File: config.mk
export PLATFORM = sky130hd
export DESIGN_NAME = rv32_writeback
export DESIGN_NICKNAME = d
export VERILOG_FILES = /design/src/rtl/rv32_writeback.sv
export SDC_FILE = /design/constraint.sdc
export NUM_CORES = 1
export LEC_CHECK = 0
export CAP_MARGIN = 20
export CORE_MARGIN = 8
export CORE_UTILIZATION = 59
export CTS_BUF_LIST = sky130_fd_sc_hd__clkbuf_16
export CTS_CLUSTER_SIZE = 16
export DETAILED_ROUTE_END_ITERATION = 16
export DONT_BUFFER_PORTS = 1
export PLACE_DENSITY_LB_ADDON = 0.25
export SYNTH_ARGS = -nofsm -noshare
export SYNTH_HDL_FRONTEND = slang
export SYNTH_SLANG_ARGS = --single-unit
export TNS_END_PERCENT = 30
File: constraint.sdc
create_clock -name i_clk -period 6.5 [get_ports i_clk]
set_input_delay 0.65 -clock i_clk [delete_from_list [all_inputs] [get_ports i_clk]]
set_output_delay 0.65 -clock i_clk [all_outputs]
set_load 0.05 [all_outputs]
File: src/rtl/rv32_writeback.sv
// rv32_writeback: the block that writes results into the RV32 integer register file.
//
// It merges single-cycle ALU results with load data that returns after a variable delay.
// Load data is aligned and sign- or zero-extended before it is written. The block also
// keeps a pending-load scoreboard, which decode uses to detect hazards against writes
// that are still in flight.
//
// Ports:
//   i_clk, i_rst_n                 clock, asynchronous active-low reset
//   i_alu_*, o_alu_ready           ALU result valid/ready handshake
//   i_ld_issue*, o_ld_issue_ready  load issue handshake; an accepted issue marks rd pending
//   i_ld_*                         load return (always accepted): rd, raw word, funct3, addr[1:0]
//   i_raddr1/2, o_hazard           decode read addresses and the combined hazard flag
//   o_write, o_waddr, o_wdata      registered register file write port
//   o_err                          sticky error: unexpected return or bad funct3
module rv32_writeback #(
    parameter int FIFO_DEPTH = 2
) (
    input  logic        i_clk,
    input  logic        i_rst_n,
    input  logic        i_alu_valid,
    input  logic [4:0]  i_alu_rd,
    input  logic [31:0] i_alu_data,
    output logic        o_alu_ready,
    input  logic        i_ld_issue,
    input  logic [4:0]  i_ld_issue_rd,
    output logic        o_ld_issue_ready,
    input  logic        i_ld_valid,
    input  logic [4:0]  i_ld_rd,
    input  logic [31:0] i_ld_data,
    input  logic [2:0]  i_ld_funct3,
    input  logic [1:0]  i_ld_addr_lo,
    input  logic [4:0]  i_raddr1,
    input  logic [4:0]  i_raddr2,
    output logic        o_hazard,
    output logic [4:0]  o_waddr,
    output logic [31:0] o_wdata,
    output logic        o_write,
    output logic        o_err
);
    localparam int PW = (FIFO_DEPTH > 1) ? $clog2(FIFO_DEPTH) : 1;
    localparam int CW = PW + 1;

    logic [31:0]       sb_q, sb_d;
    logic [4:0]        fifo_rd_q   [FIFO_DEPTH];
    logic [4:0]        fifo_rd_d   [FIFO_DEPTH];
    logic [31:0]       fifo_data_q [FIFO_DEPTH];
    logic [31:0]       fifo_data_d [FIFO_DEPTH];
    logic [FIFO_DEPTH-1:0] fifo_vld_q, fifo_vld_d;
    logic [PW-1:0]     wr_ptr_q, wr_ptr_d, rd_ptr_q, rd_ptr_d;
    logic [CW-1:0]     count_q, count_d;
    logic              write_q, write_d;
    logic [4:0]        waddr_q, waddr_d;
    logic [31:0]       wdata_q, wdata_d;
    logic              err_q, err_d;

    logic        fifo_full, fifo_empty, alu_acc, enq, deq;
    logic [31:0] pend_mask;
    logic [7:0]  ld_byte;
    logic [15:0] ld_half;
    logic [31:0] ld_wdata;
    logic        ld_fmt_err;

    assign fifo_full  = (count_q == CW'(FIFO_DEPTH));
    assign fifo_empty = (count_q == '0);

    // Every destination with a write still to come: a pending load, a queued ALU
    // result, or the write on the port this cycle.
    always_comb begin
        pend_mask = sb_q;
        for (int i = 0; i < FIFO_DEPTH; i++) begin
            if (fifo_vld_q[i]) pend_mask[fifo_rd_q[i]] = 1'b1;
        end
        if (write_q) pend_mask[waddr_q] = 1'b1;
    end

    assign o_alu_ready      = !fifo_full && ((i_alu_rd == 5'd0) || !sb_q[i_alu_rd]);
    assign o_ld_issue_ready = (i_ld_issue_rd == 5'd0) || !pend_mask[i_ld_issue_rd];
    assign o_hazard         = ((i_raddr1 != 5'd0) && pend_mask[i_raddr1]) ||
                              ((i_raddr2 != 5'd0) && pend_mask[i_raddr2]);
    assign alu_acc          = i_alu_valid && o_alu_ready;

    // Load alignment and extension
    always_comb begin
        ld_byte    = i_ld_data[{i_ld_addr_lo, 3'b000} +: 8];
        ld_half    = i_ld_addr_lo[1] ? i_ld_data[31:16] : i_ld_data[15:0];
        ld_fmt_err = 1'b0;
        case (i_ld_funct3)
            3'b000:  ld_wdata = {{24{ld_byte[7]}}, ld_byte};
            3'b100:  ld_wdata = {24'd0, ld_byte};
            3'b001:  ld_wdata = {{16{ld_half[15]}}, ld_half};
            3'b101:  ld_wdata = {16'd0, ld_half};
            3'b010:  ld_wdata = i_ld_data;
            default: begin
                ld_wdata   = 32'd0;
                ld_fmt_err = 1'b1;
            end
        endcase
    end

    // Write-port arbitration: load return, then FIFO head, then ALU bypass.
    // An ALU result that is accepted but loses arbitration is queued.
    always_comb begin
        sb_d        = sb_q;
        fifo_rd_d   = fifo_rd_q;
        fifo_data_d = fifo_data_q;
        fifo_vld_d  = fifo_vld_q;
        wr_ptr_d    = wr_ptr_q;
        rd_ptr_d    = rd_ptr_q;
        write_d     = 1'b0;
        waddr_d     = waddr_q;
        wdata_d     = wdata_q;
        err_d       = err_q;
        deq         = 1'b0;
        enq         = alu_acc && (i_ld_valid || !fifo_empty);

        if (i_ld_valid) begin
            write_d = (i_ld_rd != 5'd0);
            waddr_d = i_ld_rd;
            wdata_d = ld_wdata;
            // Any return for a nonzero rd whose bit is clear was never issued.
            if (ld_fmt_err || ((i_ld_rd != 5'd0) && !sb_q[i_ld_rd])) err_d = 1'b1;
            sb_d[i_ld_rd] = 1'b0;
        end else if (!fifo_empty) begin
            deq     = 1'b1;
            write_d = (fifo_rd_q[rd_ptr_q] != 5'd0);
            waddr_d = fifo_rd_q[rd_ptr_q];
            wdata_d = fifo_data_q[rd_ptr_q];
            fifo_vld_d[rd_ptr_q] = 1'b0;
            rd_ptr_d = rd_ptr_q + 1'b1;
        end else if (alu_acc) begin
            write_d = (i_alu_rd != 5'd0);
            waddr_d = i_alu_rd;
            wdata_d = i_alu_data;
        end

        if (enq) begin
            fifo_rd_d[wr_ptr_q]   = i_alu_rd;
            fifo_data_d[wr_ptr_q] = i_alu_data;
            fifo_vld_d[wr_ptr_q]  = 1'b1;
            wr_ptr_d = wr_ptr_q + 1'b1;
        end

        // The set is applied after the return clear. An issue and a return that
        // both target the same rd therefore leave that rd pending.
        if (i_ld_issue && o_ld_issue_ready && (i_ld_issue_rd != 5'd0)) begin
            sb_d[i_ld_issue_rd] = 1'b1;
        end

        count_d = count_q + CW'(enq) - CW'(deq);
    end

    always_ff @(posedge i_clk or negedge i_rst_n) begin
        if (!i_rst_n) begin
            sb_q       <= '0;
            fifo_vld_q <= '0;
            wr_ptr_q   <= '0;
            rd_ptr_q   <= '0;
            count_q    <= '0;
            write_q    <= 1'b0;
            waddr_q    <= '0;
            wdata_q    <= '0;
            err_q      <= 1'b0;
            for (int i = 0; i < FIFO_DEPTH; i++) begin
                fifo_rd_q[i]   <= '0;
                fifo_data_q[i] <= '0;
            end
        end else begin
            sb_q        <= sb_d;
            fifo_rd_q   <= fifo_rd_d;
            fifo_data_q <= fifo_data_d;
            fifo_vld_q  <= fifo_vld_d;
            wr_ptr_q    <= wr_ptr_d;
            rd_ptr_q    <= rd_ptr_d;
            count_q     <= count_d;
            write_q     <= write_d;
            waddr_q     <= waddr_d;
            wdata_q     <= wdata_d;
            err_q       <= err_d;
        end
    end

    assign o_write = write_q;
    assign o_waddr = waddr_q;
    assign o_wdata = wdata_q;
    assign o_err   = err_q;
endmodule

==> flow_metrics.tcl <==
set metrics [dict create \
    cts_buffers 17 \
    ir_worst_vdd_v 0.0002944 \
    layout_setup_ws_ps 2016 \
    clock-sinks 151 \
    die_h_um 144.3 \
    insertion_delay_ps 420 \
    finalCriticalPeriod_ps 4484 \
    synth_area_mm2 0.009718 \
    syn_to_final_growth_pct 6.889 \
    fin_setup_tns_ps 0 \
    outcome "complete, no violations" \
    final_core_util 0.6354 \
    cts_buffer_depth 2 \
    synth_top_flop_cell "dfrtp_1" \
    tightest_slew_ps 1033 \
    io_buffers 0 \
    grt_pass1_wl_mm 46.57 \
    start_util 0.5944 \
    ys_types 64 \
    nets 996 \
    yosys.area.top_type "dfrtp_1" \
    reg2reg_depth 9 \
    synth.avg_cell_area_um2 10.26 \
    hpwlAfterDp_mm 22.06 \
    wl_per_cell_um 27.11 \
    drc 0 \
    crit_path_start "o_waddr[0]$_DFFE_PN0P_" \
    cp_data_required_time_ps 5850 \
    ys_seq_elements 151 \
    vias 8129 \
    io_pins 141 \
    dieArea_mm2 0.02083 \
    grt_max_degree 152 \
    slew_violations 0 \
    synth-edff-count 0 \
    core_area_mm2 0.01635 \
    post-place-ws_ps 2482 \
    vias_per_cell 7.200 \
    r2r_slack_ps 2730 \
    n_fill_cell 1356 \
    clk_pin_slew_worst_paths_ps 60 \
    grt_pass1_vias 8034 \
    cts_resized 0 \
    fp-row-count 47 \
    final_cells 1129 \
    relSlewSlack 0.3088 \
    synthArstFlopShare 1.000 \
    rsz0062_at_grt "no" \
    cts_max_level 4 \
    drive_above_1_share 0.1916 \
    crit_path_end_kind "primary output" \
    cts_hold_buf 1 \
    synth_seq_area_share 0.3888 \
    drt_iter0_drc 795 \
    cp-start-kind "register" \
    r2r-end "fifo_rd_q[5]$_DFFE_PN0P_" \
    grt_usage 0.2952 \
    final_area_mm2 0.01039 \
    chipWidth_um 144.3 \
    drtAntennaViolNets 0 \
    fin_worst_skew_ps 9.627 \
    grt_overflow 0 \
    synth.most_common_cell "dfrtp_1" \
    whs_ps 190.5 \
    timing.critical_path.fanout_max 32 \
    worstPathArrival_ps 3830 \
    min_path_type "in2async" \
    synth_top_area_share 0.3888 \
    drt_pre_antenna_iters 5 \
    dpl-instance-area_mm2 0.009723 \
    cts_setup_buffers 0 \
    cts_tree "yes" \
    total_power_mw 5.154 \
    synth_area_leaders "dfrtp_1, mux4_2, mux2_2" \
    leakage_nw 4.236 \
    place_inst 1093 \
    ys_warn_count 0 \
    syn-num-nets 1048 \
    maxCapViolations 0 \
    final-hold-violation-count 0 \
    synth_cells 947 \
    clk_root_buffer_cell "clkbuf_16" \
    wl_mm 30.61 \
    p_per_area_mw_per_mm2 496.2 \
    fin_crit_sh 0.6899 \
    gp_congestion 0.9687 \
    r2r-start "sb_q[27]$_DFF_PN0_" \
    setup_viol 0 \
    antenna_found_initial 1 \
    timing.fmax_mhz 223.0 \
    critPathKind "reg2out" \
    yosys-top-cells-count "dfrtp_1, nor2_1, a21oi_1, clkbuf_1, o21ai_0" \
]
cell type report:
cell class                      instances  area (µm²)  share of cell area
Clock inverter                         15       166.4             0.01602
Sequential cell                       151        3780              0.3639
Tap cell                              220       275.3             0.02650
Antenna cell                            1       2.502           0.0002409
Inverter                               11       41.29            0.003975
Multi-Input combinational cell        702        5555              0.5348
Clock buffer                           17       425.4             0.04095
Timing Repair Buffer                   12       141.4             0.01361
kinds of logic after synthesis:
kind of cell	share of synthesized area
AO/OA/AOI/OAI	0.1922
XOR/XNOR	0.002704
adder cells (fa/ha/maj)	0.002575
buffers and inverters	0.04146
flip-flops	0.3888
multiplexers	0.2332
AND/OR/NAND/NOR	0.1391
worst max-delay path, cell delays in order (launching register included):
cell	delay [ps]
dfrtp_1	720
nand2b_1	400
nor2_1	80
or3_1	400
mux4_2	470
nor2b_1	140
a211oi_1	440
nor4b_4	90
buf_4	270
inv_1	370
cells in the final DEF, fill, tap and decap left out, types with 12 or more instances in the layout:
master,count
inv_1,12
mux2i_1,43
o22a_1,17
mux4_2,35
o21a_1,16
o221ai_1,18
mux2_4,30
o31ai_1,23
nand2_1,29
or3_1,23
dfrtp_1,150
nor2b_1,12
a21oi_1,62
mux2_2,47
o22ai_1,33
clkbuf_16,17
nor2_1,96
nand2b_1,15
o21ai_0,57
how the worst max path moves through the flow:
stage / endpoint / cells past startpoint
floorplan: o_ld_issue_ready / 10
global placement: o_ld_issue_ready / 9
detailed placement: o_ld_issue_ready / 9
CTS: o_ld_issue_ready / 9
global route: o_ld_issue_ready / 9
finish: o_ld_issue_ready / 9
registers in the layout (all words and copies together), names as in the netlist:
signal,flops
count_q,2
fifo_data_q,64
fifo_rd_q,10
fifo_vld_q,2
o_err,1
o_waddr,5
o_wdata,32
o_write,1
rd_ptr_q,1
sb_q,32
wr_ptr_q,1
report_power, final:
| part | switching, mW | internal, mW |
|---|---|---|
| clock network | 0.421 | 0.573 |
| registers | 0.795 | 1.35 |
| logic | 1.02 | 1.00 |
| total | 2.23 | 2.92 |
metal layers:
layer,track usage,share of wire
met5,0,0
met2,0.4764,0.48
met4,0.1528,0.047
met3,0.08518,0.095
met1,0.3532,0.38
Power figures use the tool's default switching activity.
